File: src/rtl/tx_mac_frame_reader_pkg.sv
// Shared types and constants for the MAC-domain TX frame reader.
package tx_mac_frame_reader_pkg;

  localparam int unsigned BF      = 9;
  localparam int unsigned LEN_LSB = 0;
  localparam int unsigned LEN_MSB = 15;
  localparam int unsigned LEN_W   = LEN_MSB - LEN_LSB + 1;
  localparam int unsigned DATA_W  = 64;
  localparam int unsigned KEEP_W  = 8;

  typedef enum logic [2:0] {
    ST_IDLE,
    ST_HDR,
    ST_CHK,
    ST_DATA,
    ST_DRAIN,
    ST_COMMIT,
    ST_ERR
  } rd_state_e;

  typedef struct packed {
    logic              last;
    logic [KEEP_W-1:0] keep;
    logic [DATA_W-1:0] data;
  } beat_t;

  // Byte enables for the final beat of a frame of the given length.
  function automatic logic [KEEP_W-1:0] last_keep(input logic [LEN_W-1:0] len);
    logic [2:0] r;
    r = len[2:0];
    return (r == 3'd0) ? 8'hFF : ((8'h01 << r) - 8'h01);
  endfunction

endpackage

File: src/rtl/tx_rd_skid_fifo.sv
// Shift-register skid FIFO; the head entry is always slot 0 so outputs come straight from flops.
module tx_rd_skid_fifo
  import tx_mac_frame_reader_pkg::*;
#(
  parameter int unsigned DEPTH = 4,
  parameter int unsigned CNT_W = $clog2(DEPTH + 1)
) (
  input  logic             clk,
  input  logic             reset,
  input  logic             push,
  input  beat_t            push_beat,
  input  logic             pop,
  output beat_t            head,
  output logic             head_vld,
  output logic [CNT_W-1:0] count
);

  localparam int unsigned IDX_W = (DEPTH > 1) ? $clog2(DEPTH) : 1;

  beat_t            ent   [DEPTH];
  beat_t            ent_n [DEPTH];
  logic             vld   [DEPTH];
  logic             vld_n [DEPTH];
  logic [CNT_W-1:0] count_n;
  logic [IDX_W-1:0] wr_idx;
  logic             pop_eff;

  always_comb begin
    pop_eff = pop & vld[0];
    for (int i = 0; i < DEPTH; i++) begin
      ent_n[i] = ent[i];
      vld_n[i] = vld[i];
    end
    if (pop_eff) begin
      for (int i = 0; i < DEPTH - 1; i++) begin
        ent_n[i] = ent[i+1];
        vld_n[i] = vld[i+1];
      end
      ent_n[DEPTH-1] = '0;
      vld_n[DEPTH-1] = 1'b0;
    end
    // New beat lands just behind whatever survives this cycle's pop.
    wr_idx = IDX_W'(count - CNT_W'(pop_eff));
    if (push) begin
      ent_n[wr_idx] = push_beat;
      vld_n[wr_idx] = 1'b1;
    end
    count_n = count + CNT_W'(push) - CNT_W'(pop_eff);
  end

  always_ff @(posedge clk or posedge reset) begin
    if (reset) begin
      for (int i = 0; i < DEPTH; i++) begin
        ent[i] <= '0;
        vld[i] <= 1'b0;
      end
      count <= '0;
    end else begin
      for (int i = 0; i < DEPTH; i++) begin
        ent[i] <= ent_n[i];
        vld[i] <= vld_n[i];
      end
      count <= count_n;
    end
  end

  assign head     = ent[0];
  assign head_vld = vld[0];

endmodule

File: src/rtl/tx_mac_frame_reader.sv
// Reads committed frames out of the TX packet buffer and streams them to the MAC,
// publishing the read address once each frame is fully transmitted or dropped.
module tx_mac_frame_reader
  import tx_mac_frame_reader_pkg::*;
#(
  parameter int unsigned ADDR_W  = BF + 1,
  parameter int unsigned RD_LAT  = 2,
  parameter int unsigned MAX_LEN = 9600,
  parameter int unsigned FIFO_D  = 4
) (
  input  logic              clk,
  input  logic              reset,
  input  logic [ADDR_W-1:0] commited_wr_addr_in,
  output logic [ADDR_W-1:0] rd_addr,
  input  logic [63:0]       rd_data,
  output logic [ADDR_W-1:0] commited_rd_addr_out,
  output logic [63:0]       m_data,
  output logic [7:0]        m_keep,
  output logic              m_valid,
  output logic              m_last,
  input  logic              m_ready,
  output logic              frame_err
);

  localparam int unsigned CNT_W   = $clog2(FIFO_D + 1);
  localparam int unsigned WORDS_W = LEN_W - 2;
  localparam logic [LEN_W-1:0] MAX_LEN_L = LEN_W'(MAX_LEN);

  rd_state_e          state, state_n;
  logic [LEN_W-1:0]   len_q;
  logic [WORDS_W-1:0] words_left;
  logic [CNT_W-1:0]   inflight;
  logic [CNT_W-1:0]   fifo_count;
  logic               issue_hdr, issue_data, frame_err_n, credit_ok;

  logic               tag_vld  [RD_LAT];
  logic               tag_hdr  [RD_LAT];
  logic               tag_last [RD_LAT];
  logic [KEEP_W-1:0]  tag_keep [RD_LAT];
  logic               hdr_arrive, data_push;
  beat_t              push_beat, fifo_head;

  assign credit_ok  = ({1'b0, fifo_count} + {1'b0, inflight}) < (CNT_W + 1)'(FIFO_D);
  assign hdr_arrive = tag_vld[RD_LAT-1] & tag_hdr[RD_LAT-1];
  assign data_push  = tag_vld[RD_LAT-1] & ~tag_hdr[RD_LAT-1];

  always_ff @(posedge clk or posedge reset) begin
    if (reset) state <= ST_IDLE;
    else       state <= state_n;
  end

  always_comb begin
    state_n     = state;
    issue_hdr   = 1'b0;
    issue_data  = 1'b0;
    frame_err_n = 1'b0;
    unique case (state)
      ST_IDLE: begin
        if (rd_addr != commited_wr_addr_in) begin
          issue_hdr = 1'b1;
          state_n   = ST_HDR;
        end
      end
      ST_HDR: if (hdr_arrive) state_n = ST_CHK;
      ST_CHK: begin
        if ((len_q == '0) || (len_q > MAX_LEN_L)) begin
          frame_err_n = 1'b1;
          state_n     = ST_ERR;
        end else begin
          state_n = ST_DATA;
        end
      end
      ST_DATA: begin
        if (credit_ok) begin
          issue_data = 1'b1;
          if (words_left == WORDS_W'(1)) state_n = ST_DRAIN;
        end
      end
      ST_DRAIN:  if (m_valid & m_ready & m_last) state_n = ST_COMMIT;
      ST_COMMIT: state_n = ST_IDLE;
      ST_ERR:    state_n = ST_IDLE;
      default:   state_n = ST_IDLE;
    endcase
  end

  // Address, length, word and in-flight bookkeeping.
  always_ff @(posedge clk or posedge reset) begin
    if (reset) begin
      rd_addr              <= '0;
      commited_rd_addr_out <= '0;
      len_q                <= '0;
      words_left           <= '0;
      inflight             <= '0;
      frame_err            <= 1'b0;
    end else begin
      frame_err <= frame_err_n;
      inflight  <= inflight + CNT_W'(issue_data) - CNT_W'(data_push);
      if (issue_hdr | issue_data) rd_addr <= rd_addr + ADDR_W'(1);
      if (hdr_arrive) len_q <= rd_data[LEN_MSB:LEN_LSB];
      if (state == ST_CHK) words_left <= WORDS_W'(({1'b0, len_q} + (LEN_W + 1)'(7)) >> 3);
      if (issue_data) words_left <= words_left - WORDS_W'(1);
      if (state == ST_COMMIT) commited_rd_addr_out <= rd_addr;
      // A bad header means the rest of the committed data cannot be parsed; skip all of it.
      if (state == ST_ERR) begin
        rd_addr              <= commited_wr_addr_in;
        commited_rd_addr_out <= commited_wr_addr_in;
      end
    end
  end

  // Tags travel alongside the BRAM read so they line up with rd_data.
  always_ff @(posedge clk or posedge reset) begin
    if (reset) begin
      for (int i = 0; i < RD_LAT; i++) begin
        tag_vld[i]  <= 1'b0;
        tag_hdr[i]  <= 1'b0;
        tag_last[i] <= 1'b0;
        tag_keep[i] <= '0;
      end
    end else begin
      tag_vld[0]  <= issue_hdr | issue_data;
      tag_hdr[0]  <= issue_hdr;
      tag_last[0] <= issue_data & (words_left == WORDS_W'(1));
      tag_keep[0] <= (issue_data & (words_left == WORDS_W'(1))) ? last_keep(len_q) : 8'hFF;
      for (int i = 1; i < RD_LAT; i++) begin
        tag_vld[i]  <= tag_vld[i-1];
        tag_hdr[i]  <= tag_hdr[i-1];
        tag_last[i] <= tag_last[i-1];
        tag_keep[i] <= tag_keep[i-1];
      end
    end
  end

  always_comb begin
    push_beat.last = tag_last[RD_LAT-1];
    push_beat.keep = tag_keep[RD_LAT-1];
    push_beat.data = rd_data;
  end

  tx_rd_skid_fifo #(
    .DEPTH (FIFO_D),
    .CNT_W (CNT_W)
  ) u_fifo (
    .clk       (clk),
    .reset     (reset),
    .push      (data_push),
    .push_beat (push_beat),
    .pop       (m_ready),
    .head      (fifo_head),
    .head_vld  (m_valid),
    .count     (fifo_count)
  );

  assign m_data = fifo_head.data;
  assign m_keep = fifo_head.keep;
  assign m_last = fifo_head.last;

endmodule

File: config.mk
export PLATFORM = sky130hd
export DESIGN_NAME = tx_mac_frame_reader
export DESIGN_NICKNAME = d
export VERILOG_FILES = /design/src/rtl/tx_mac_frame_reader_pkg.sv /design/src/rtl/tx_rd_skid_fifo.sv /design/src/rtl/tx_mac_frame_reader.sv
export SDC_FILE = /design/constraint.sdc
export NUM_CORES = 1
export LEC_CHECK = 0
export BUFFER_PORTS_ARGS = -buffer_cell sky130_fd_sc_hd__buf_2
export CAP_MARGIN = 20
export CORE_UTILIZATION = 54
export CTS_CLUSTER_SIZE = 24
export DETAILED_ROUTE_END_ITERATION = 10
export GPL_ROUTABILITY_DRIVEN = 0
export PLACE_DENSITY = 0.77
export SYNTH_ARGS = -nofsm -noshare
export SYNTH_HDL_FRONTEND = slang
export SYNTH_SLANG_ARGS = --single-unit
File: constraint.sdc
create_clock -name clk -period 11.3 [get_ports clk]
set_clock_uncertainty 0.05 [all_clocks]
set_input_delay 0.565 -clock clk [delete_from_list [all_inputs] [get_ports clk]]
set_output_delay 0.565 -clock clk [all_outputs]
set_load 0.05 [all_outputs]
==> results.md <==
- Area grow syn2layout: 10.3%
- Row Count: 65
- Die ar.: 33600 sq um
- Root Driver: clkbuf_16
- WP data arrival: 4.72 ns
- DR WL met2: 18100 um
- Post-Synth Simple-Gate Area: 0.151
- Chip Width: 183 um
- Number of global-route vias before repair: 12800
- Startpoint Class: flop
- Crit end category: flop
- CTS buffer count: 40
- Yosys cell types: 61
- Outcome: finished, final reports clean
- DRC violations left: 0
- Seq/Total Area, Yosys: 0.534
- Worst-Margin Slew: 1.08 ns
- Vias: 13200
- GRT Overall Usage: 0.230
- Worst Path Required: 11.61 ns
- Port buffer count: 171
- Clock Sinks: 378
- Postcts setup bufs: 0
- Final Slew Violations: 0
- Drt via density: 5.56
- Mapped Nets: 1963
- Final ANT Viol Nets: 0
- Worst skew pair latency: 0.54 ns
- Syn. warnings: 0
- Post-synthesis xor/xnor area fraction: 0.0153
- Top routing layer used: met5
- Worst setup margin: 6.89 ns
- Share of post-route cells with drive strength above 1: 0.148
- Peak supply drop: 158 uV
- Hold Buf Count CTS: 0
- Grt ovf: 0
- Synth Area in Compound Gates: 0.128
- Cells after synthesis: 1874
- Synth Area in Adders: 0.00932
- Post-synth ARST share: 1.00
- Post-synth EDFFs: 0
- Drt pass-1 iters: 5
- F_max: 0.227 GHz
- IO Count: 172
- Die Height: 183 um
- Clock slew at reported path FFs: 0.06 ns
- Core footprint: 32000 sq um
- Post-synthesis mux area share: 0.0982
- Aggregate routed wire length: 38000 um
- Fin crit share: 0.391
- Max clock buf depth: 3
- Fin area: 19600 sq um
- Relative slew slack: 0.283
- Largest net degree at the start of global routing: 114
- Min Clock Period, post-route: 4.41 ns
- Class of the worst hold path: in -> async
- Setup WS pre-CTS: 6.62 ns
- First DRT Iteration DRCs: 1017
- RSZ-0062 raised after global routing: no
- Syn_area_per_cell: 9.46 sq um
- Setup TNS: 0 ns
- Setup violations, final: 0
- # Max-Cap Violations: 0
- Placed cell area: 18300 sq um
- FF+latch count, synth: 378
- Max Fanout on Critical Path: 92
- Initial core utilization: 0.555
- Detailed placer's ending HPWL: 23300 um
- Met3 WL: 1750 um
- Crit Path Class: reg -> reg
- DR WL/cell: 16.0 um
- Leakage: 8.42 nW
- Largest family of logic cells by synthesized area: simple AND/OR/NAND/NOR gates
- Synthesized area: 17700 sq um
- Top FF cell, synth: dfrtp_1
- Power per cell area: 290 nW/um^2
- Nets: 1993
- H-tree depth: 2
- Routed met1 length: 17200 um
- # resized after CTS: 0
- Final Hold Fails: 0
- CTS tree: done
- Initial antenna violation count: 4
- First-pass GRT wire length: 63900 um
-- final cells by class --
| class | count | area (sq um) |
|---|---|---|
| fill | 2688 | 12400 |
| sequential | 378 | 9460 |
| multi-input combinational | 1271 | 7160 |
| clock buffer | 62 | 1180 |
| timing repair buffer | 188 | 1000 |
| tap | 435 | 544 |
| inverter | 25 | 109 |
| clock inverter | 12 | 92.6 |
| antenna | 1 | 2.50 |
-- cells by family after synthesis --
logic type	count (synthesis)
fa+ha+maj	12
xor+xnor	31
other cells	1
buf+inv	225
compound gates	405
mux	172
flops	378
simple gates	650
-- synth_stat cells (2+ instances only) --
library cell	count	area, sq um
a211oi_1	2	15.0
a21o_1	3	22.5
a21oi_1	23	115
a221oi_1	3	26.3
a22oi_1	3	22.5
a31oi_1	90	563
and2_1	2	12.5
and3_1	8	50.1
and3b_1	2	17.5
buf_1	16	60.1
buf_2	19	95.1
buf_4	72	541
clkbuf_1	92	345
dfrtp_1	378	9460
fa_1	2	40.0
ha_1	10	125
inv_1	24	90.1
mux2_2	16	180
mux2i_1	156	1560
nand2_1	469	1760
nand2b_1	13	81.3
nand3_1	12	60.1
nand3b_1	4	30.0
nand4_1	3	18.8
nor2_1	102	383
nor2b_1	4	25.0
nor3_1	8	40.0
nor4_1	4	25.0
nor4_2	2	25.0
o211ai_1	3	22.5
o21a_1	3	22.5
o21ai_0	249	1250
o22ai_1	11	68.8
o31ai_1	2	15.0
or2_1	2	12.5
or3_1	3	18.8
or3_4	3	33.8
or3b_2	2	17.5
or4_1	3	22.5
xnor2_1	7	61.3
xor2_1	24	210
-- through the flow --
| stage | total power, mW | hold WS, ns | utilization | cells |
|---|---|---|---|---|
| floorplan | 4.05 | 0.281 | - | 1874 |
| global placement | 4.29 | 0.282 | 0.571 | 2296 |
| detailed placement | 4.40 | 0.285 | 0.571 | 2296 |
| CTS | 5.68 | 0.170 | 0.611 | 2370 |
| global route | 6.03 | 0.208 | 0.612 | 2372 |
| finish | 5.66 | 0.134 | 0.612 | 2372 |
-- placed cells by master, fill, tap and decap left out, types with 23 or more instances in the layout --
| cell type | count |
|---|---|
| xor2_1 | 24 |
| a21oi_1 | 23 |
| clkbuf_16 | 40 |
| mux2i_1 | 156 |
| dfrtp_1 | 378 |
| nand2_1 | 468 |
| a31oi_1 | 90 |
| buf_2 | 171 |
| nor2_1 | 102 |
| o21ai_0 | 249 |
| inv_1 | 23 |
-- path summary, 6_finish.rpt --
kind                            startpoint               to  slack [ns]  depth (start not counted)
setup / recovery           u_fifo.head_vld  u_fifo.ent[176]        6.89                          9
hold / removal                       reset  u_fifo.ent[140]        0.13                          2
setup reg to reg           u_fifo.head_vld  u_fifo.ent[176]        6.89                          9
hold reg to reg                tag_last[1]    push_beat[72]        0.28                          0
max in group asynchronous            reset  u_fifo.ent[108]        9.05                          4
min in group clk               rd_data[63]  u_fifo.ent[209]        0.23                          3
-- critical path, cell delays in order (launching register included) --
cell     delay, ns
dfrtp_1       0.40
nand2_4       0.45
inv_8         0.73
ha_1          0.33
inv_1         0.06
ha_1          0.36
nor3_2        0.21
buf_4         0.52
buf_4         0.72
o21ai_0       0.24
-- registers in the layout, summed over array words and instances (netlist names) --
name	cells
state	3
tag_vld	2
len_q	16
tag_hdr	2
push_beat	9
rd_addr	10
commited_rd_addr_out	10
u_fifo.head	73
u_fifo.vld	3
tag_last	1
inflight	3
words_left	14
frame_err	1
u_fifo.ent	219
u_fifo.count	3
tag_keep	8
u_fifo.head_vld	1
-- report_power, final --
| group | leakage [nW] | internal [mW] | switching (mW) |
|---|---|---|---|
| registers | 4.69 | 1.92 | 0.387 |
| logic | 3.09 | 0.697 | 1.39 |
| clock network | 0.635 | 0.726 | 0.537 |
-- routing by layer --
metal	up-vias	GRT usage
met5	-	0
met4	6	0.0697
met3	67	0.0326
met2	333	0.370
met1	6466	0.325
li1	6324	-
(Power assumes the default switching activity.)
